$ cat config.mk
export PLATFORM = sky130hd
export DESIGN_NAME = vend_ctrl_multi
export DESIGN_NICKNAME = d
export VERILOG_FILES = /design/src/rtl/vend_ctrl_multi.sv
export SDC_FILE = /design/constraint.sdc
export NUM_CORES = 1
export LEC_CHECK = 0
export ABC_AREA = 1
export CORE_MARGIN = 5
export CORE_UTILIZATION = 59
export CTS_CLUSTER_SIZE = 10
export DETAILED_ROUTE_END_ITERATION = 7
export GPL_ROUTABILITY_DRIVEN = 0
export HOLD_SLACK_MARGIN = 0.05
export PLACE_DENSITY = 0.81
export RECOVER_POWER = 100
export SYNTH_ARGS = -nofsm -noshare
export SYNTH_HDL_FRONTEND = slang
export SYNTH_SLANG_ARGS = --single-unit
$ cat constraint.sdc
create_clock -name clk -period 4.55 [get_ports clk]
set_input_delay 0.6825 -clock clk [delete_from_list [all_inputs] [get_ports clk]]
set_output_delay 0.6825 -clock clk [all_outputs]
set_load 0.02 [all_outputs]
$ cat src/rtl/vend_ctrl_multi.sv
// vend_ctrl_multi: multi-item vending controller; `define VEND_SALES_LOG_EN adds revenue and sold_count outputs.
module vend_ctrl_multi #(
    parameter int NUM_ITEMS  = 6,
    parameter int TYPE_W     = 3,
    parameter int MONEY_W    = 7,
    parameter int QTY_W      = 4,
    parameter int PRICE_BASE = 3,
    parameter int PRICE_STEP = 2,
    parameter int INIT_STOCK = 5
) (
    input  logic               clk,
    input  logic               rst_n,
    input  logic [1:0]         mode,
    input  logic               req_valid,
    output logic               req_ready,
    input  logic [TYPE_W-1:0]  supply_type,
    input  logic [MONEY_W-1:0] customer_money,
    input  logic [QTY_W-1:0]   customer_amount,
    input  logic [QTY_W-1:0]   amount_supply_to_add,
    output logic               dispense_pulse,
    output logic [TYPE_W-1:0]  dispense_type,
    output logic               done_valid,
    output logic [MONEY_W-1:0] change,
    output logic [6:0]         error,
    output logic               red_light
`ifdef VEND_SALES_LOG_EN
    ,
    output logic [15:0]        revenue,
    output logic [15:0]        sold_count
`endif
);
    localparam int CW = MONEY_W + QTY_W;
    typedef enum logic [2:0] {IDLE, CALC, CHECK, DISPENSE, RESTOCK, DONE} state_t;
    state_t state, state_n;
    logic [TYPE_W-1:0]  type_q, idx;
    logic [MONEY_W-1:0] money_q;
    logic [QTY_W-1:0]   qty_q, add_q, cnt_q, cur_stock;
    logic [CW-1:0]      cost_q;
    logic [QTY_W-1:0]   stock [NUM_ITEMS];
    logic [QTY_W:0]     sum;
    logic [6:0]         chk_err;
    logic               accept, type_ok, ovf;
    assign accept    = req_valid && req_ready;
    assign type_ok   = 32'(type_q) < NUM_ITEMS;
    assign idx       = type_ok ? type_q : '0;
    assign cur_stock = stock[idx];
    assign sum       = {1'b0, cur_stock} + {1'b0, add_q};
    assign ovf       = type_ok && sum[QTY_W];
    // An invalid type never indexes price/stock, so the money and stock checks are masked
    assign chk_err   = {3'b000, qty_q == '0, type_ok && (qty_q > cur_stock),
                        type_ok && (cost_q > CW'(money_q)), !type_ok};
    always_ff @(posedge clk or negedge rst_n) begin
        if (!rst_n) state <= IDLE;
        else        state <= state_n;
    end
    always_comb begin
        state_n        = state;
        req_ready      = state == IDLE;
        dispense_pulse = state == DISPENSE;
        dispense_type  = state == DISPENSE ? type_q : '0;
        done_valid     = state == DONE;
        case (state)
            IDLE:     if (accept) state_n = mode == 2'd1 ? CALC : mode == 2'd2 ? RESTOCK : mode == 2'd3 ? DONE : IDLE;
            CALC:     state_n = CHECK;
            CHECK:    state_n = |chk_err ? DONE : DISPENSE;
            DISPENSE: state_n = cnt_q == QTY_W'(1) ? DONE : DISPENSE;
            RESTOCK:  state_n = DONE;
            DONE:     state_n = IDLE;
            default:  state_n = IDLE;
        endcase
    end
    always_ff @(posedge clk or negedge rst_n) begin
        if (!rst_n) begin
            for (int i = 0; i < NUM_ITEMS; i++) stock[i] <= QTY_W'(INIT_STOCK);
            type_q    <= '0;
            money_q   <= '0;
            qty_q     <= '0;
            add_q     <= '0;
            cnt_q     <= '0;
            cost_q    <= '0;
            change    <= '0;
            error     <= '0;
            red_light <= 1'b0;
        end else begin
            if (accept) begin
                type_q  <= supply_type;
                money_q <= customer_money;
                qty_q   <= customer_amount;
                cnt_q   <= customer_amount;
                add_q   <= amount_supply_to_add;
                if (mode == 2'd3) begin
                    error     <= 7'b0100000;
                    change    <= '0;
                    red_light <= 1'b1;
                end
            end
            if (state == CALC)
                cost_q <= type_ok ? (CW'(PRICE_BASE) + CW'(type_q) * CW'(PRICE_STEP)) * CW'(qty_q) : '0;
            if (state == CHECK) begin
                error     <= chk_err;
                red_light <= |chk_err;
                change    <= |chk_err ? money_q : money_q - cost_q[MONEY_W-1:0];
            end
            if (state == DISPENSE) begin
                stock[idx] <= cur_stock - QTY_W'(1);
                cnt_q      <= cnt_q - QTY_W'(1);
            end
            if (state == RESTOCK) begin
                error     <= {2'b00, ovf, 3'b000, !type_ok};
                red_light <= ovf || !type_ok;
                change    <= '0;
                if (type_ok && !ovf) stock[idx] <= sum[QTY_W-1:0];
            end
        end
    end
`ifdef VEND_SALES_LOG_EN
    logic [16:0] rev_sum;
    assign rev_sum = {1'b0, revenue} + 17'(cost_q);
    always_ff @(posedge clk or negedge rst_n) begin
        if (!rst_n) begin
            revenue    <= '0;
            sold_count <= '0;
        end else begin
            if (state == CHECK && !(|chk_err)) revenue <= rev_sum[16] ? 16'hFFFF : rev_sum[15:0];
            if (state == DISPENSE && sold_count != 16'hFFFF) sold_count <= sold_count + 16'd1;
        end
    end
`endif
endmodule

After elaboration in Yosys (flattened, before gate mapping)
Cells that the tools add are included.

word-level totals
  output and inout bits = 21
  flip-flop bits (word level) = 75

cells by class
  bitwise gates (word level) = 1
  multiply operators = 1
  muxes and demuxes = 35
  reduce and logical (&&, ||, !) cells = 16
  add/subtract/negate cells = 5
  equality and inequality tests = 10
  magnitude comparators = 5

operator list
  operator                                                               count
  24-bit two-way mux                                                     3
  7-bit two-way mux                                                      9
  24-bit bitwise mux                                                     2
  3-bit two-way mux                                                      8
  4-bit two-way mux                                                      5
  3-bit case mux with 5 select lines                                     1
  4-bit binary-select mux with 3-bit select                              1
  4-bit demux with 3-bit select                                          1
  11-bit by 7-bit > comparator with 1-bit output                         1
  5-bit by 4-bit multiplier with 9-bit output                            1
  9-bit two-way mux                                                      1
  4-bit by 1-bit subtractor with 4-bit output, second input constant     2
  7-bit subtractor                                                       1
  3-bit by 2-bit equality test with 1-bit output, second input constant  2
  3-bit equality test, second input constant                             2
  1-bit logical AND                                                      6
  3-bit nonzero test                                                     2
  2-bit by 4-bit adder with 5-bit output, first input constant           1
  4-bit by 4-bit adder with 5-bit output                                 1
  2-bit equality test, second input constant                             2
  4-bit by 1-bit equality test with 1-bit output, second input constant  1
  4-bit greater-or-equal comparator, second input constant               1
  4-bit > comparator                                                     1
  4-bit zero test                                                        1
  other kinds (13)                                                       17

Longest topological paths before layout
  word-level depth = 12
  mapped depth = 22
  gate-level depth less buffers = 21

Worst setup path before layout
No wires, ideal clock.

  path kind = register to register
  start point = register type_q[0]
  end point = register cost_q[7]
  required time = 4.428 ns
  library setup time = 0.122 ns
  arrival time = 3.057 ns
  stages on the path, launching flop included = 16
  slack = 1.371 ns
  cells stage by stage = dfrtp_1 > ha_1 > xnor2_1 > nor2_1 > fa_1 > inv_1 > fa_1 > inv_1 > ha_1 > a21oi_1 > nand2_1 > nand2_1 > nand2_1 > a21oi_1 > xor2_1 > o21ai_1

on the way
  longest elaborated chain between the ends = 3
  elaborated cells between the ends (all ways) = 4
  those cells by class = add/sub: 1; mul: 1; order compare: 1; mux: 1

RTL lines
  element                                      RTL line  source
  start, declared                              35        logic [TYPE_W-1:0] type_q, idx;
  start signal, assigned                       86        type_q <= supply_type;
  2-bit by 4-bit adder with 5-bit output       98        cost_q <= type_ok ? (CW'(PRICE_BASE) + CW'(type_q) * CW'(PRICE_STEP)) * CW'(qty_q) : '0;
  5-bit by 4-bit multiplier with 9-bit output  98
  9-bit two-way mux (*)                        98
  end signal, assigned                         98
  end, declared                                38        logic [CW-1:0] cost_q;

Every way passes the cells marked *; elsewhere a longest branch is shown, timed or not.
A chain may end at the register's enable or synchronous reset.

Final worst setup path
  start point = register type_q[2]
  end point = register stock[2] in the netlist's numbering

on the way
  longest elaborated chain between the ends = 12
  elaborated cells between the ends (all ways) = 21
  those cells by class = add/sub: 2; order compare: 3; mux: 11; bitwise: 1; reduce/logical: 4

RTL lines
  element                                                                       RTL line      source
  3-bit less-than comparator                                                    44            assign type_ok = 32'(type_q) < NUM_ITEMS;
  3-bit two-way mux                                                             45            assign idx = type_ok ? type_q : '0;
  3-bit inverter with 4-bit output (implied by the code)                        46, 105, 112
  4-bit binary-select mux with 3-bit select, or another cell as far along       46            assign cur_stock = stock[idx];
  4-bit two-way mux (implied by the code) or 1-bit logical AND (tied branches)  46, 105, 112
  4-bit two-way mux, on equally long branches                                   46, 105, 112
  4-bit by 1-bit subtractor with 4-bit output, or another cell as far along     105           stock[idx] <= cur_stock - QTY_W'(1);
  24-bit bitwise mux or 1-bit logical AND (tied branches)                       105, 48
  24-bit two-way mux or 1-bit zero test (tied branches)                         104, 112
  24-bit bitwise mux or 1-bit logical AND (tied branches)                       112           if (type_ok && !ovf) stock[idx] <= sum[QTY_W-1:0];
  24-bit two-way mux                                                            112
  24-bit two-way mux (*)                                                        108           if (state == RESTOCK) begin
  end signal, assigned by index                                                 105
  end signal, assigned by index                                                 112
  end, declared                                                                 39            logic [QTY_W-1:0] stock [NUM_ITEMS];

Every way passes the cells marked *; elsewhere a longest branch is shown, timed or not. The select of a mux whose other input is x is not followed.

==> results summary <==
The worst path arrival time came out at between 4 and 5 ns. The count of final hold-check violations came to 0. After synthesis, flip-flops and latches occupy between 30% and 40% of the total area. The number of antenna-violating nets in the routed design came out at 0.

The reported max-cap violation count is 2. Port buffering added 42 buffers. The compound-gate portion of the synthesized area is between 10% and 20%.

Summed over its instances, the top area cell type makes up slightly above 30% of the synthesized netlist area. In this run the vertical extent of the chip is between 100 and 150 um. The starting density of the core is 60.4%.

The diode insertion count for antenna repair is 0. In this run, the number of DRC markers left after iteration 0 of detailed routing was about 300. The residual DRC count came out at 0. TritonCTS built the clock tree. The total negative slack for setup checks came out at 0 ns.

In this run the critical register-to-register path is launched from type_q[2]. The tree built by TritonCTS fans out to between 70 and 80 sinks. The number of distinct standard cells referenced by the synthesized netlist came out at 41. The checks that failed: max-capacitance violations, max-slew violations.

The post-cts resize count came out at 0. The final period utilization is 84.2%. In this run the worst hold path is classified as register to register. The floorplan die area is between 10,000 and 15,000 um2. The worst setup slack after placement came out at ~0.9 ns. dfrtp_1 takes more of the synthesized area than any other cell.

Sorting the synthesized cells by area gives the leading types as dfrtp_1 (30%), nand2_1 (11%), ha_1 (10%). The post-synthesis share of cell area spent on and, or, nand and nor gates is 26.1%. The post-synth net total came out at 710. The flop and latch count out of synthesis came out at between 70 and 80. The routed length per placed instance is roughly 15 um. The max-slew violation total from the final report is 75.

The worst register-to-register path ends at stock[2]. The number of standard cells after synthesis is around 640. The flow ran to the end, but the final reports show violations. The most critical setup path has its startpoint at type_q[2]. The startpoint type of the worst setup path is a register. The endpoint of the worst setup timing path is stock[2]. The clock period minus final worst setup slack is between 3 and 4 ns. The number of setup buffers added after CTS came out at 0. The number of global-route vias before repair came out at roughly 4,300. The die outline width came out at around 100 um. The number of antenna violations at the first check in global routing is 0. The clock-pin slew on the worst setup and hold paths came out at around 0.07 ns. The final cell count without fillers came out at 794. The global route total overflow came out at 0.

In this run the worst path has a maximum fanout of 9. After detailed routing, the total wire length is between 10,000 and 15,000 um. Between clock sinks in the finished design, the worst skew comes to around 0.009 ns. The post-route core utilization came out at 67.9%. Of the total synthesized cell area, the portion taken by XOR and XNOR cells is 2.49%.

The average instance area after synthesis came out at slightly below 8 um2. The largest net degree at the start of global routing came out at 40. The placeable core region is between 8000 and 9000 um2.

The wire length of the first global-routing pass came out at 19,900 um. The per-cell via count in the routed design came out at approximately 5.5. The area overhead of the layout relative to synthesis is 12.3%. The total track usage came out at between 20% and 30%. Setup violations remaining at the end of the flow were counted as 0. In the synthesized netlist, mux cells make up 0% of the area.

The number of ports placed on the die boundary is 44. The worst register-to-register path has a depth of 16. The setup slack of the worst register-to-register path is a little over 0.7 ns. The final route contains 4,364 vias. The Yosys warning count is 0. The clock latency reported for the late side of the worst-skew pair came out at about 0.34 ns. After layout, the worst setup slack is 0.718 ns. The mapped cell area came out at just under 5000 um2. The critical path required time came out at 4.81 ns.

The total CTS buffers is 9. The highest achievable clock rate came out at roughly 260 MHz. The transition time at the pin with the least slew margin is 2.03 ns. The count of standard-cell rows came out at 33. In the final layout, the share of cells above drive strength 1 is approximately 8%. The remaining max-slew budget at the tightest pin came out at -35.4%. The HPWL after detailed placement is roughly 9100 um. The critical path endpoint category is a register.

The H-tree generated during clock tree synthesis spans 3 levels. The length of the first detailed-routing pass in iterations came out at 5. The final net count is roughly 760. The main combinational cell family by area after synthesis is simple AND/OR/NAND/NOR gates.

The adder and majority gate portion of the synthesized area came out at approximately 14%. The buffer depth of the longest clock path is 2. The count of placed standard cells including taps is 778. Hold repair after CTS inserted 0 buffers. The root buffer cell chosen for the clock tree is clkbuf_8.

The critical path is of the register to register type. Setup repair after global routing left no endpoint under its margin.
## routing by layer
layer	track usage (%)	up-vias	share of wire (%)	wire length, um
li1	-	2138	-	-
met1	34.3	2028	47	5470
met2	38.7	169	45	5280
met3	3.79	29	6.4	749
met4	9.10	0	2.1	241
met5	0	-	0	0
## state kept, by name (all words and copies together), names as in the netlist
name / flops
state: 3
cnt_q: 4
cost_q: 9
qty_q: 4
money_q: 7
red_light: 1
error: 6
type_q: 3
add_q: 4
change: 7
stock: 24
## stage by stage
stage | instance area [um2] | hold slack [ns]
floorplan | 4960 | 0.387
global placement | 5470 | 0.458
detailed placement | 5470 | 0.457
CTS | 5640 | 0.431
global route | 5580 | 0.492
finish | 5580 | 0.465
## cell usage after synthesis, drive strengths merged
library cell  instances
conb                  1
o22ai                15
or2                   2
o221ai                1
xnor2                 4
dfrtp                60
nand4                 8
a31oi                 2
o21bai                1
a22o                  1
a21oi                16
o21ai                60
nand3                42
inv                 102
fa                    8
buf                   7
clkinv                2
o211ai                7
dfstp                12
o31ai                 1
nand2               157
xor2                  8
nor2                 71
ha                   41
a31o                  1
nor3b                 1
nor3                  4
clkbuf                3
## layout make-up
type / instances / area [um2]
fill: 698 / 2640
clock inverter: 4 / 20.0
sequential: 72 / 1820
multi-input combinational: 452 / 2640
inverter: 104 / 395
timing repair buffer: 45 / 429
tap: 105 / 131
clock buffer: 12 / 145
## critical path, stage by stage, from the launching register on
cell and delay [ns]:
dfrtp_1 0.42, inv_1 0.11, ha_1 0.34, inv_1 0.23, nand3_1 0.14, nand2_1 0.09
nand2_2 0.06, nand2_1 0.29, inv_1 0.23, ha_1 0.21, inv_1 0.06, fa_1 0.39
o211ai_1 0.41, nor2_1 0.23, nand2_1 0.26, o21ai_0 0.12, o22ai_1 0.17
## how the worst min path moves through the flow
stage / from / end / cells after the start
after CTS: rst_n / stock[9] / 1
after floorplan: rst_n / add_q[0] / 0
after global routing: error[5] / error[5] / 2
after global placement: error[5] / error[5] / 2
final: error[5] / error[5] / 2
after detailed placement: error[5] / error[5] / 2
## placed cells by master, fill, tap and decap left out, drive strengths merged, types with 2 or more instances in the layout
cell	netlist	routed
a31oi	2	2
o22ai	15	15
or2	2	2
clkdlybuf4s50	0	23
fa	8	8
ha	41	41
o211ai	7	7
a21oi	16	16
dlygate4sd3	0	18
clkbuf	3	15
inv	102	101
clkinv	2	7
nor2	71	71
xnor2	4	4
nand3	42	42
dfrtp	60	60
nand4	8	8
nor3	4	4
xor2	8	8
dfstp	12	12
o21ai	60	60
nand2	157	157
## cell families after synthesis
group	after synthesis
xor+xnor	12
compound gates	105
buf+inv	114
flops	72
other cells	1
fa+ha+maj	49
simple gates	285
Power is left out: the tool's default activity adds up to more than one toggle a clock period on the data nets, which glitch-free logic cannot reach.
==> RTL edit: new RTL, same settings <==
Register the input `mode` before use, without a reset. The logic sees it one clock later. The other inputs are not delayed to match.
--- a/src/rtl/vend_ctrl_multi.sv
+++ b/src/rtl/vend_ctrl_multi.sv
@@ -32,4 +32,11 @@
     localparam int CW = MONEY_W + QTY_W;
     typedef enum logic [2:0] {IDLE, CALC, CHECK, DISPENSE, RESTOCK, DONE} state_t;
+
+    logic [1:0] mode_q;
+
+    always_ff @(posedge clk) begin
+        mode_q <= mode;
+    end
+
     state_t state, state_n;
     logic [TYPE_W-1:0]  type_q, idx;
@@ -61,5 +68,5 @@
         done_valid     = state == DONE;
         case (state)
-            IDLE:     if (accept) state_n = mode == 2'd1 ? CALC : mode == 2'd2 ? RESTOCK : mode == 2'd3 ? DONE : IDLE;
+            IDLE:     if (accept) state_n = mode_q == 2'd1 ? CALC : mode_q == 2'd2 ? RESTOCK : mode_q == 2'd3 ? DONE : IDLE;
             CALC:     state_n = CHECK;
             CHECK:    state_n = |chk_err ? DONE : DISPENSE;
@@ -89,5 +96,5 @@
                 cnt_q   <= customer_amount;
                 add_q   <= amount_supply_to_add;
-                if (mode == 2'd3) begin
+                if (mode_q == 2'd3) begin
                     error     <= 7'b0100000;
                     change    <= '0;
Behaviour: not the same (a bounded check fails within 4 cycles, from zero or initial values and one cycle with rst_n low).
==> RTL edit against the original RTL <==
- wire length increased by 3.2%
- largest cell class unchanged
- first-iteration DRC count increased by 21%
- setup slack got worse by 0.11 ns
- highest routed layer unchanged
- cell count unchanged
- synthesized cell count unchanged
- final area increased by 1.2%
- the run still ends with max-capacitance violations, max-slew violations left
- area after synthesis decreased by 0.30%
- sequential cell count increased by 2
Power is not shown: default switching activity piles up to over one toggle a cycle in this logic, so the estimate is an artifact.
==> RTL edit: results (changes against the original RTL) <==
metric,value,unit,change
ys_types,45,,+9.8%
dp_hpwl,9210,um,+0.70%
crit_path_max_incr_delay,0.52,ns,+0.10 ns
finalClockSkew,0.0131,ns,+0.00407 ns
first_global_vias,4335,,+1.4%
clock_latency,0.36,ns,+0.02 ns
viasPerCell,5.53,,+0.53%
cp-startpoint,type_q[1],,
fillers,680,,-2.6%
wl_per_cell,15.3,um,+3.2%
drt_iter0_drc,361,,+21%
r2r_slack,0.61,ns,-0.11 ns
cp_max_fo,18,,+9
max_cap_viol_count,2,,unchanged
cp_slowest_cell,a31oi_1,,
failed_checks,"max-capacitance violations, max-slew violations",,
drv_slew,83,,+11%
yosys-top-cells-count,"nand2_1, inv_1, nor2_1",,
status,"finished, violations left",,
synth-seq-area-share,37.5,%,+0.92 points
grt_max_degree,47,,+18%
drive_above_1_share,6.97,%,-1.2 points
grt_first_pass_wirelength,20500,um,+3.0%
num_vias,4387,,+0.53%
track_usage,25.4,%,+0.89 points
max_slew_margin,-63.8,%,-28 points
place_area,5450,sq um,-0.32%
crit_end,red_light,,
[RTL edit: how the worst min path moves through the flow]
stage / to / slack [ns] / cells after the start
final: error[5] / 0.47 / 2
after floorplan: add_q[0] / 0.39 / 0
after global routing: error[5] / 0.50 / 2
after global placement: error[5] / 0.46 / 2
after CTS: error[5] / 0.48 / 2
after detailed placement: error[5] / 0.46 / 2
[RTL edit: metrics by stage]
step           utilization, %  setup WS [ns]
6_report                 69.0          0.611
5_1_grt                  69.0          0.322
4_1_cts                  69.4          0.800
3_5_place_dp             66.7          0.827
3_3_place_gp             66.7          0.928
2_1_floorplan               -           1.19
[RTL edit: kinds of logic (layout without fill, tap and decap cells)]
| logic type | count (synthesis) | in the layout | synth area share (%) |
|---|---|---|---|
| AND/OR/NAND/NOR | 281 | 281 | 24.8 |
| buffers and inverters | 113 | 164 | 9.13 |
| AO/OA/AOI/OAI | 108 | 108 | 12.4 |
| flip-flops | 74 | 74 | 37.5 |
| adder cells (fa/ha/maj) | 49 | 49 | 13.6 |
| XOR/XNOR | 12 | 12 | 2.50 |
| other | 1 | 1 | 0.0758 |
[RTL edit: cell type report]
class | instances | area (sq um) | share of cell area (%)
multi-input combinational | 451 | 2620 | 46.3
clock buffer | 12 | 145 | 2.57
inverter | 104 | 393 | 6.96
timing repair buffer | 44 | 425 | 7.54
tap | 105 | 131 | 2.33
sequential | 74 | 1860 | 32.9
clock inverter | 4 | 76.3 | 1.35
[RTL edit: routing by layer]
metal,part of all wire [%],GRT usage [%],vias to the layer above
met3,7.2,4.48,29
met2,45,38.7,160
met5,0,0,-
met1,46,36.1,2050
met4,2.4,10.0,0
li1,-,-,2148
